==> src/rtl/adder_pkg.sv <==
// Shared types and default sizing for the arbitrated adder.
package adder_pkg;

  localparam int unsigned DefNumReq  = 4;
  localparam int unsigned DefNumBits = 32;

  typedef enum logic [1:0] {
    StIdle = 2'd0,
    StCalc = 2'd1,
    StResp = 2'd2
  } state_e;

endpackage

==> src/rtl/ripple_carry_adder.sv <==
// Plain ripple-carry adder: sum = a + b + cin, carry out of the MSB on cout.
module ripple_carry_adder #(
  parameter int unsigned NUM_BITS = 32
) (
  input  logic [NUM_BITS-1:0] a,
  input  logic [NUM_BITS-1:0] b,
  input  logic                cin,
  output logic [NUM_BITS-1:0] sum,
  output logic                cout
);

  always_comb begin
    logic carry;
    carry = cin;
    sum   = '0;
    for (int unsigned i = 0; i < NUM_BITS; i++) begin
      sum[i] = a[i] ^ b[i] ^ carry;
      carry  = (a[i] & b[i]) | (carry & (a[i] ^ b[i]));
    end
    cout = carry;
  end

endmodule

==> src/rtl/rr_pick.sv <==
// Combinational round-robin picker: first set request at or after ptr, wrapping.
module rr_pick #(
  parameter int unsigned NUM_REQ = 4
) (
  input  logic [NUM_REQ-1:0]         req,
  input  logic [$clog2(NUM_REQ)-1:0] ptr,
  output logic [NUM_REQ-1:0]         gnt,
  output logic [$clog2(NUM_REQ)-1:0] idx,
  output logic                       any
);

  localparam int unsigned IdW = $clog2(NUM_REQ);

  always_comb begin
    gnt = '0;
    idx = '0;
    any = 1'b0;
    // Outer loop walks priority order from ptr; inner loop keeps all selects constant.
    for (int unsigned k = 0; k < NUM_REQ; k++) begin
      for (int unsigned j = 0; j < NUM_REQ; j++) begin
        if (!any && req[j] && (((32'(ptr) + k) % NUM_REQ) == j)) begin
          gnt[j] = 1'b1;
          idx    = IdW'(j);
          any    = 1'b1;
        end
      end
    end
  end

endmodule

==> src/rtl/adder_arbiter.sv <==
// Round-robin arbitrated shared adder: one operation in flight, IDLE -> CALC -> RESP.
module adder_arbiter
  import adder_pkg::*;
#(
  parameter int unsigned NUM_REQ  = DefNumReq,
  parameter int unsigned NUM_BITS = DefNumBits
) (
  input  logic                         clk,
  input  logic                         rst_n,
  input  logic [NUM_REQ-1:0]           req_valid,
  input  logic [NUM_REQ*NUM_BITS-1:0]  req_a,
  input  logic [NUM_REQ*NUM_BITS-1:0]  req_b,
  output logic [NUM_REQ-1:0]           req_ready,
  output logic                         rsp_valid,
  input  logic                         rsp_ready,
  output logic [NUM_BITS-1:0]          rsp_sum,
  output logic                         rsp_cout,
  output logic [$clog2(NUM_REQ)-1:0]   rsp_id,
  output logic                         busy
);

  localparam int unsigned IdW = $clog2(NUM_REQ);

  state_e              state_q, state_d;
  logic [IdW-1:0]      ptr_q;
  logic [IdW-1:0]      id_q;
  logic [NUM_BITS-1:0] a_q, b_q;

  logic [NUM_REQ-1:0]  pick_gnt;
  logic [IdW-1:0]      pick_idx;
  logic                pick_any;
  logic [NUM_BITS-1:0] sel_a, sel_b;
  logic [NUM_BITS-1:0] add_sum;
  logic                add_cout;
  logic                accept;

  rr_pick #(
    .NUM_REQ (NUM_REQ)
  ) u_pick (
    .req (req_valid),
    .ptr (ptr_q),
    .gnt (pick_gnt),
    .idx (pick_idx),
    .any (pick_any)
  );

  ripple_carry_adder #(
    .NUM_BITS (NUM_BITS)
  ) u_adder (
    .a    (a_q),
    .b    (b_q),
    .cin  (1'b0),
    .sum  (add_sum),
    .cout (add_cout)
  );

  always_comb begin
    sel_a = '0;
    sel_b = '0;
    for (int unsigned i = 0; i < NUM_REQ; i++) begin
      if (pick_idx == IdW'(i)) begin
        sel_a = req_a[i*NUM_BITS +: NUM_BITS];
        sel_b = req_b[i*NUM_BITS +: NUM_BITS];
      end
    end
  end

  // State register
  always_ff @(posedge clk or negedge rst_n) begin
    if (!rst_n) begin
      state_q <= StIdle;
    end else begin
      state_q <= state_d;
    end
  end

  // Next-state logic
  always_comb begin
    state_d = state_q;
    unique case (state_q)
      StIdle:  if (pick_any) state_d = StCalc;
      StCalc:  state_d = StResp;
      StResp:  if (rsp_ready) state_d = StIdle;
      default: state_d = StIdle;
    endcase
  end

  // Outputs; req_ready is also gated by rst_n so it reads zero while reset is held
  always_comb begin
    req_ready = '0;
    busy      = (state_q != StIdle);
    if (state_q == StIdle && rst_n) begin
      req_ready = pick_gnt;
    end
  end

  assign accept = (state_q == StIdle) && pick_any;

  always_ff @(posedge clk or negedge rst_n) begin
    if (!rst_n) begin
      ptr_q     <= '0;
      id_q      <= '0;
      a_q       <= '0;
      b_q       <= '0;
      rsp_valid <= 1'b0;
      rsp_sum   <= '0;
      rsp_cout  <= 1'b0;
      rsp_id    <= '0;
    end else begin
      if (accept) begin
        a_q  <= sel_a;
        b_q  <= sel_b;
        id_q <= pick_idx;
        if (pick_idx == IdW'(NUM_REQ - 1)) begin
          ptr_q <= '0;
        end else begin
          ptr_q <= pick_idx + IdW'(1);
        end
      end
      if (state_q == StCalc) begin
        rsp_sum   <= add_sum;
        rsp_cout  <= add_cout;
        rsp_id    <= id_q;
        rsp_valid <= 1'b1;
      end else if (state_q == StResp && rsp_ready) begin
        rsp_valid <= 1'b0;
      end
    end
  end

endmodule
==> config.mk <==
export PLATFORM = sky130hd
export DESIGN_NAME = adder_arbiter
export DESIGN_NICKNAME = d
export VERILOG_FILES = /design/src/rtl/adder_pkg.sv /design/src/rtl/ripple_carry_adder.sv /design/src/rtl/rr_pick.sv /design/src/rtl/adder_arbiter.sv
export SDC_FILE = /design/constraint.sdc
export NUM_CORES = 1
export LEC_CHECK = 0
export ABC_CLOCK_PERIOD_IN_PS = 13400
export CAP_MARGIN = 10
export CORE_MARGIN = 2
export CORE_UTILIZATION = 39
export DETAILED_ROUTE_END_ITERATION = 8
export PLACE_DENSITY = 0.87
export SETUP_SLACK_MARGIN = 0.4
export SLEW_MARGIN = 10
export SYNTH_ARGS = -nofsm -noshare
export SYNTH_HDL_FRONTEND = slang
export SYNTH_HIERARCHICAL = 1
export SYNTH_SLANG_ARGS = --single-unit
==> constraint.sdc <==
create_clock -name clk -period 13.4 [get_ports clk]
set_clock_uncertainty 0.1 [all_clocks]
set_input_delay 1.34 -clock clk [delete_from_list [all_inputs] [get_ports clk]]
set_output_delay 1.34 -clock clk [all_outputs]
set_load 0.02 [all_outputs]
# Word-level counts from Yosys, hierarchy flattened

Index checks and enable logic that the tools add are counted.

Bits in registers: 106
Bits of input ports: 263
Word-level logic and storage cells: 308

Add/sub/neg operators: 4
Equal/unequal tests: 19
Muxes and demuxes: 61
Bitwise operators: 157
Reductions and logical operators: 58

Operators with widths:

| kind                | count |
|---|---|
| $mux 32             | 8 |
| $logic_not 32->1    | 4 |
| $and 1x1->1         | 63 |
| $xor 1x1->1         | 63 |
| $logic_and 1x1->1   | 34 |
| $mux 1              | 34 |
| $mux 2              | 17 |
| $or 1x1->1          | 31 |
| $eq 2x2->1 const B  | 11 |
| $logic_not 1->1     | 15 |
| $eq 2x1->1 const B  | 6 |
| $pmux 2 s3          | 1 |
| $add 2x1->2 const B | 2 |
| $add 2x2->2 const B | 2 |
| $logic_not 2->1     | 2 |
| $mux 4              | 1 |
| $ne 2x2->1 const B  | 2 |
| $reduce_bool 2->1   | 2 |
| $reduce_and 2->1    | 1 |

# Depth between registers and ports, before layout

Depth in word-level cells: 68
Gate-level depth with buffers: 37
Depth with buffers taken out: 37

# Cells and area by module

The synthesis kept the hierarchy.

Modules (own cells, without submodules):

| module             | instances | cells an instance | area an instance (um^2) | seq. area each (um^2) |
|---|---|---|---|---|
| adder_arbiter      | 1         | 688               | 6224.7                  | 2652.5 |
| ripple_carry_adder | 1         | 42                | 678.2                   | 0.0 |
| rr_pick            | 1         | 34                | 202.7                   | 0.0 |

# Least setup slack after synthesis

No wires, ideal clock.

Path kind: flip-flop to flip-flop
Start: reg a_q[0]
End: reg rsp_sum[31]
Arrival: 12.646 ns
Required time: 13.235 ns
Path slack: 0.589 ns
Stages on the path, launching flop included: 38
Cell sequence: dfrtp_1 -> fa_1 -> fa_1 -> fa_1 -> fa_1 -> fa_1 -> fa_1 -> fa_1 -> fa_1 -> fa_1 -> fa_1 -> fa_1 -> fa_1 -> fa_1 -> fa_1 -> fa_1 -> fa_1 -> inv_1 -> [2 not listed] -> fa_1 -> fa_1 -> fa_1 -> fa_1 -> fa_1 -> fa_1 -> fa_1 -> fa_1 -> fa_1 -> fa_1 -> fa_1 -> fa_1 -> fa_1 -> fa_1 -> inv_1 -> fa_1 -> inv_1 -> mux2_2

Word-level cells in the longest chain between the ends: 62

Ends and longest elaborated chain:

| item                     | RTL line                 | source |
|---|---|---|
| from (decl)              | adder_arbiter.sv:27      | `logic [NUM_BITS-1:0] a_q, b_q;` |
| from (signal assigned)   | adder_arbiter.sv:111     | `a_q <= sel_a;` |
| $and 1x1->1 (2 in a row) | ripple_carry_adder.sv:18 | `carry = (a[i] & b[i]) \| (carry & (a[i] ^ b[i]));` |
| $or 1x1->1               | ripple_carry_adder.sv:18 |  |
| $and 1x1->1              | ripple_carry_adder.sv:18 |  |
| $or 1x1->1               | ripple_carry_adder.sv:18 |  |
| $and 1x1->1              | ripple_carry_adder.sv:18 |  |
| $or 1x1->1               | ripple_carry_adder.sv:18 |  |
| $and 1x1->1              | ripple_carry_adder.sv:18 |  |
| $or 1x1->1               | ripple_carry_adder.sv:18 |  |
| [46 not listed]          | -                        |  |
| $and 1x1->1              | ripple_carry_adder.sv:18 |  |
| $or 1x1->1               | ripple_carry_adder.sv:18 |  |
| $and 1x1->1              | ripple_carry_adder.sv:18 |  |
| $or 1x1->1               | ripple_carry_adder.sv:18 |  |
| $and 1x1->1              | ripple_carry_adder.sv:18 |  |
| $or 1x1->1               | ripple_carry_adder.sv:18 |  |
| $xor 1x1->1              | ripple_carry_adder.sv:17 | `sum[i] = a[i] ^ b[i] ^ carry;` |
| net add_sum[31]          | adder_arbiter.sv:33      | `logic [NUM_BITS-1:0] add_sum;` |
| to (signal assigned)     | adder_arbiter.sv:121     | `rsp_sum <= add_sum;` |
| to (decl)                | adder_arbiter.sv:16      | `output logic [NUM_BITS-1:0] rsp_sum,` |

The timed path passes the listed nets, and every way through them passes these cells.
A chain may end at the register's enable or synchronous reset.

# Final worst setup path

Same ends and word-level chain as after synthesis.

==> results <==
- STA classifies the critical path startpoint as a flop.
- In this design, the stage delay of the slowest critical-path cell is 440 ps.
- The run finished with clean final reports.
- The global-route wire length before repair is 33,400 µm.
- The global-route usage over all layers is 21.4%.
- The hold slack is 378 ps.
- TritonCTS built the clock tree.
- The number of filler cells placed in the layout is 1,494.
- For flop-to-flop paths, the worst setup slack is 720 ps.
- The cell count after synthesis is 764.
- The cell depth of the worst hold path is 2.
- The critical path is of the flop to flop type.
- The via count of the first global-routing pass came to 6,683.
- 304 I/O pins were placed.
- Row generation in the floorplan step produced 49 rows.
- The signal arrival time at the worst endpoint is 12,860 ps.
- The non-filler instance count after layout is 1,244.
- After detailed routing, the total wire length is 21,200 µm.
- The maximum fanout encountered on the critical timing path is 2.
- The worst path uses 94.6% of the clock period.
- The initial detailed-routing violation count is 314.
- The tool flagged a number of max-cap violations equal to 0.
- Counting tap cells, the placed design contains a total of 1,229 instances.
- Dividing the detail-routed via count by the number of cells gives 5.36.
- Yosys printed 6 warnings.
- The total inserted antenna cells is 0.
- The worst setup path startpoint is a_q[0].
- The flop and latch count out of synthesis is 106.
- The count of final max-slew check failures is 0.
- The total DRC errors in the routed layout is 0.
- The total of hold buffers inserted after clock tree synthesis is 0.
- The slowest library cell on the worst path is fa_1.
- Counting along the longest clock path gives a buffer depth of 2.
- The end point of the worst hold path is id_q[1].
- The final routed wire length divided by cell count is 17.1 µm.
- The reg-to-reg critical path startpoint is a_q[0].
- Detailed routing inserted a total of 6,673 vias.
- For the worst-skew pair, the clock arrives at the later sink with an insertion delay of 340 ps.
- The number of iterations in the first detailed-routing pass is 4.
- The tree is rooted in a clkbuf_16.
- The sequential cells in the finished layout cover a total of 2650 µm².
- Counting cells, the worst reg-to-reg path comes to 37.
- The worst hold path begins at id_q[1].
- The tree built by TritonCTS fans out to 106 sinks.
- Sorting the synthesized cells by area gives the leading types as dfrtp_1 37%, fa_1 9.0%, a221oi_1 7.9%.
- Clock tree synthesis inserted a total of 9 buffers.
- The clock slew at the register clock pins of the worst setup and hold paths is 70 ps.
- The critical path data required time is 13,580 ps.
- The pin count of the biggest net entering global routing is 131.
- The commonest cells after synthesis are 136 x nand2_1, 106 x dfrtp_1, 81 x inv_1.
- The number of nets with antenna violations after detailed routing is 0.
- The count of port buffers added during placement is 303.
- The net count of the mapped netlist is 1,063.
- The proportion of synthesized flip-flops having asynchronous set or reset is 100%.
- The end of the worst register-to-register path is rsp_sum[31].
- For this run, the leading register cell type out of synthesis is dfrtp_1.
- Compared with the post-synthesis result, the final layout area differs by 47.1%.
- The synthesized design devotes to its leading area cell type 37.3% of total area.
- The largest vdd supply drop is 0.000122 V.
- The synthesized design contains 0 enable-type register cells.
- The floorplan step defined a die boundary enclosing 19,300 µm².
- At the pin with the least slew margin, the transition time is 1160 ps.
- Detailed placement finished with a half-perimeter wire length of 15,600 µm.
- The total chip power is 2.29 mW.
- The number of antenna violations at the first check in global routing was 0.
- The starting density of the core is 39.7%.
- The overall die height is 139 µm.
- The fraction of final layout cells sized beyond drive strength 1 is 7.88%.
- The top cell type by total area after synthesis is dfrtp_1.
- The analysis attributes to cell leakage a power of 4.22 nW.
- Static timing analysis puts the maximum clock frequency at 78.9 MHz.
- Setup repair after global routing left no endpoint under its margin.
- For this run, the register share of the synthesized area comes to 37.3%.
- The worst setup path is captured at a flop.
- The distinct cell type count of the synthesized netlist is 36.
- The post-synthesis average cell area is 9.30 µm².
- The worst min-delay path category is flop to flop.
- In this run the cell area of the synthesized design comes to 7110 µm².
- Setup violations remaining at the end of the flow were counted as 0.
- The clock period could shrink to 12,680 ps.
- Routability-driven placement finished with a final weighted congestion of 0.807.
- In this run the number of H-tree levels came out at 3.
- The total power per unit cell area is 219 nW/µm².
- After the last flow step, the layout net total stands at 1,310.
- The final number of hold-violating endpoints came to 0.
- The placeable core region is 17,900 µm².
- In the final layout, the multi-input gates occupy 3860 µm².
- The die span in x is 139 µm.
- Measured against its own limit, the worst slew margin works out to 22.8%.
- The critical path's most frequent cell is fa_2.
- The total overflow left after global routing is 0.
- For this run, the share of the core covered by cells in the final layout is 58.4%.
- Yosys instantiated no cell more often than nand2_1.
[layout by cell type (no fill, tap or decap), types with 3 or more instances in the layout]
cell type and instances:
a21oi_1 70, a221oi_1 64, and3_1 4, buf_4 6, clkbuf_16 9, clkdlybuf4s50_1 302
dfrtp_1 106, fa_1 13, fa_2 19, ha_4 3, inv_1 81, mux2_2 35
nand2_1 136, nand3b_1 64, nor2_1 7, o21ai_0 7, o22a_1 64
[logic make-up (layout without fill, tap and decap cells)]
group | Yosys count | in the layout | synth area share [%]
other | 1 | 1 | 0.0528
multiplexers | 36 | 36 | 5.69
adder cells (fa/ha/maj) | 36 | 36 | 9.72
AND/OR/NAND/NOR | 216 | 216 | 15.2
buffers and inverters | 154 | 405 | 9.72
flip-flops | 106 | 106 | 37.3
AO/OA/AOI/OAI | 215 | 215 | 22.3
[state kept, by name (all words and copies together), names as in the netlist]
| register | flops |
|---|---|
| a_q | 32 |
| b_q | 32 |
| id_q | 2 |
| ptr_q | 2 |
| rsp_cout | 1 |
| rsp_id | 2 |
| rsp_sum | 32 |
| rsp_valid | 1 |
| state_q | 2 |
[worst max path at each step]
| stage | end | slack [ps] | cells past startpoint |
|---|---|---|---|
| after floorplan | rsp_sum[31] | 590 | 37 |
| after global placement | rsp_sum[31] | 4 | 37 |
| after detailed placement | rsp_sum[31] | -140 | 37 |
| after CTS | rsp_sum[31] | 420 | 37 |
| after global routing | rsp_sum[31] | 460 | 37 |
| final | rsp_sum[31] | 720 | 37 |
[worst max-delay path: cells and delay by family, from the launching register on]
kind                       cells  cell delay (ps)
DFF                            1              400
muxes                          1              130
adders and majority gates     32            11700
buffers and inverters          4              280
[area by class of cell]
cell class              instances  area share (%)
well taps                     229            2.74
repair buffers                308            29.4
clock buffers                  13            2.49
inverters                      82            2.99
flip-flops and latches        106            25.4
multi-input cells             504            36.9
clock inverters                 2           0.120
[power by group]
part,switching [mW],internal (mW)
combinational,0.704,0.701
clock,0.116,0.135
sequential,0.137,0.499
[through the flow]
| stage | instance area [µm²] | setup slack [ps] | setup TNS (ps) |
|---|---|---|---|
| 2_1_floorplan | 7110 | 589 | 0 |
| 3_3_place_gp | 10100 | 4.03 | 0 |
| 3_5_place_dp | 10100 | -137 | -187 |
| 4_1_cts | 10400 | 416 | 0 |
| 5_1_grt | 10500 | 461 | 0 |
| 6_report | 10500 | 721 | 0 |
[routing by layer]
| metal | vias up | share of wire [%] | wire (µm) | global-route usage, % |
|---|---|---|---|---|
| met5 | - | 0 | 0 | 0 |
| met4 | 0 | 2.2 | 466 | 7.50 |
| met3 | 26 | 6.3 | 1330 | 4.73 |
| met2 | 244 | 51 | 10800 | 37.4 |
| met1 | 3219 | 41 | 8620 | 26.1 |
| li1 | 3184 | - | - | - |
[timing repair]
item | 4_1_cts | 5_1_grt
endpoints found under the setup margin | 3 | 2
setup buffers | 0 | 0
gates resized for setup | 12 | 7
Power figures use the tool's default switching activity.
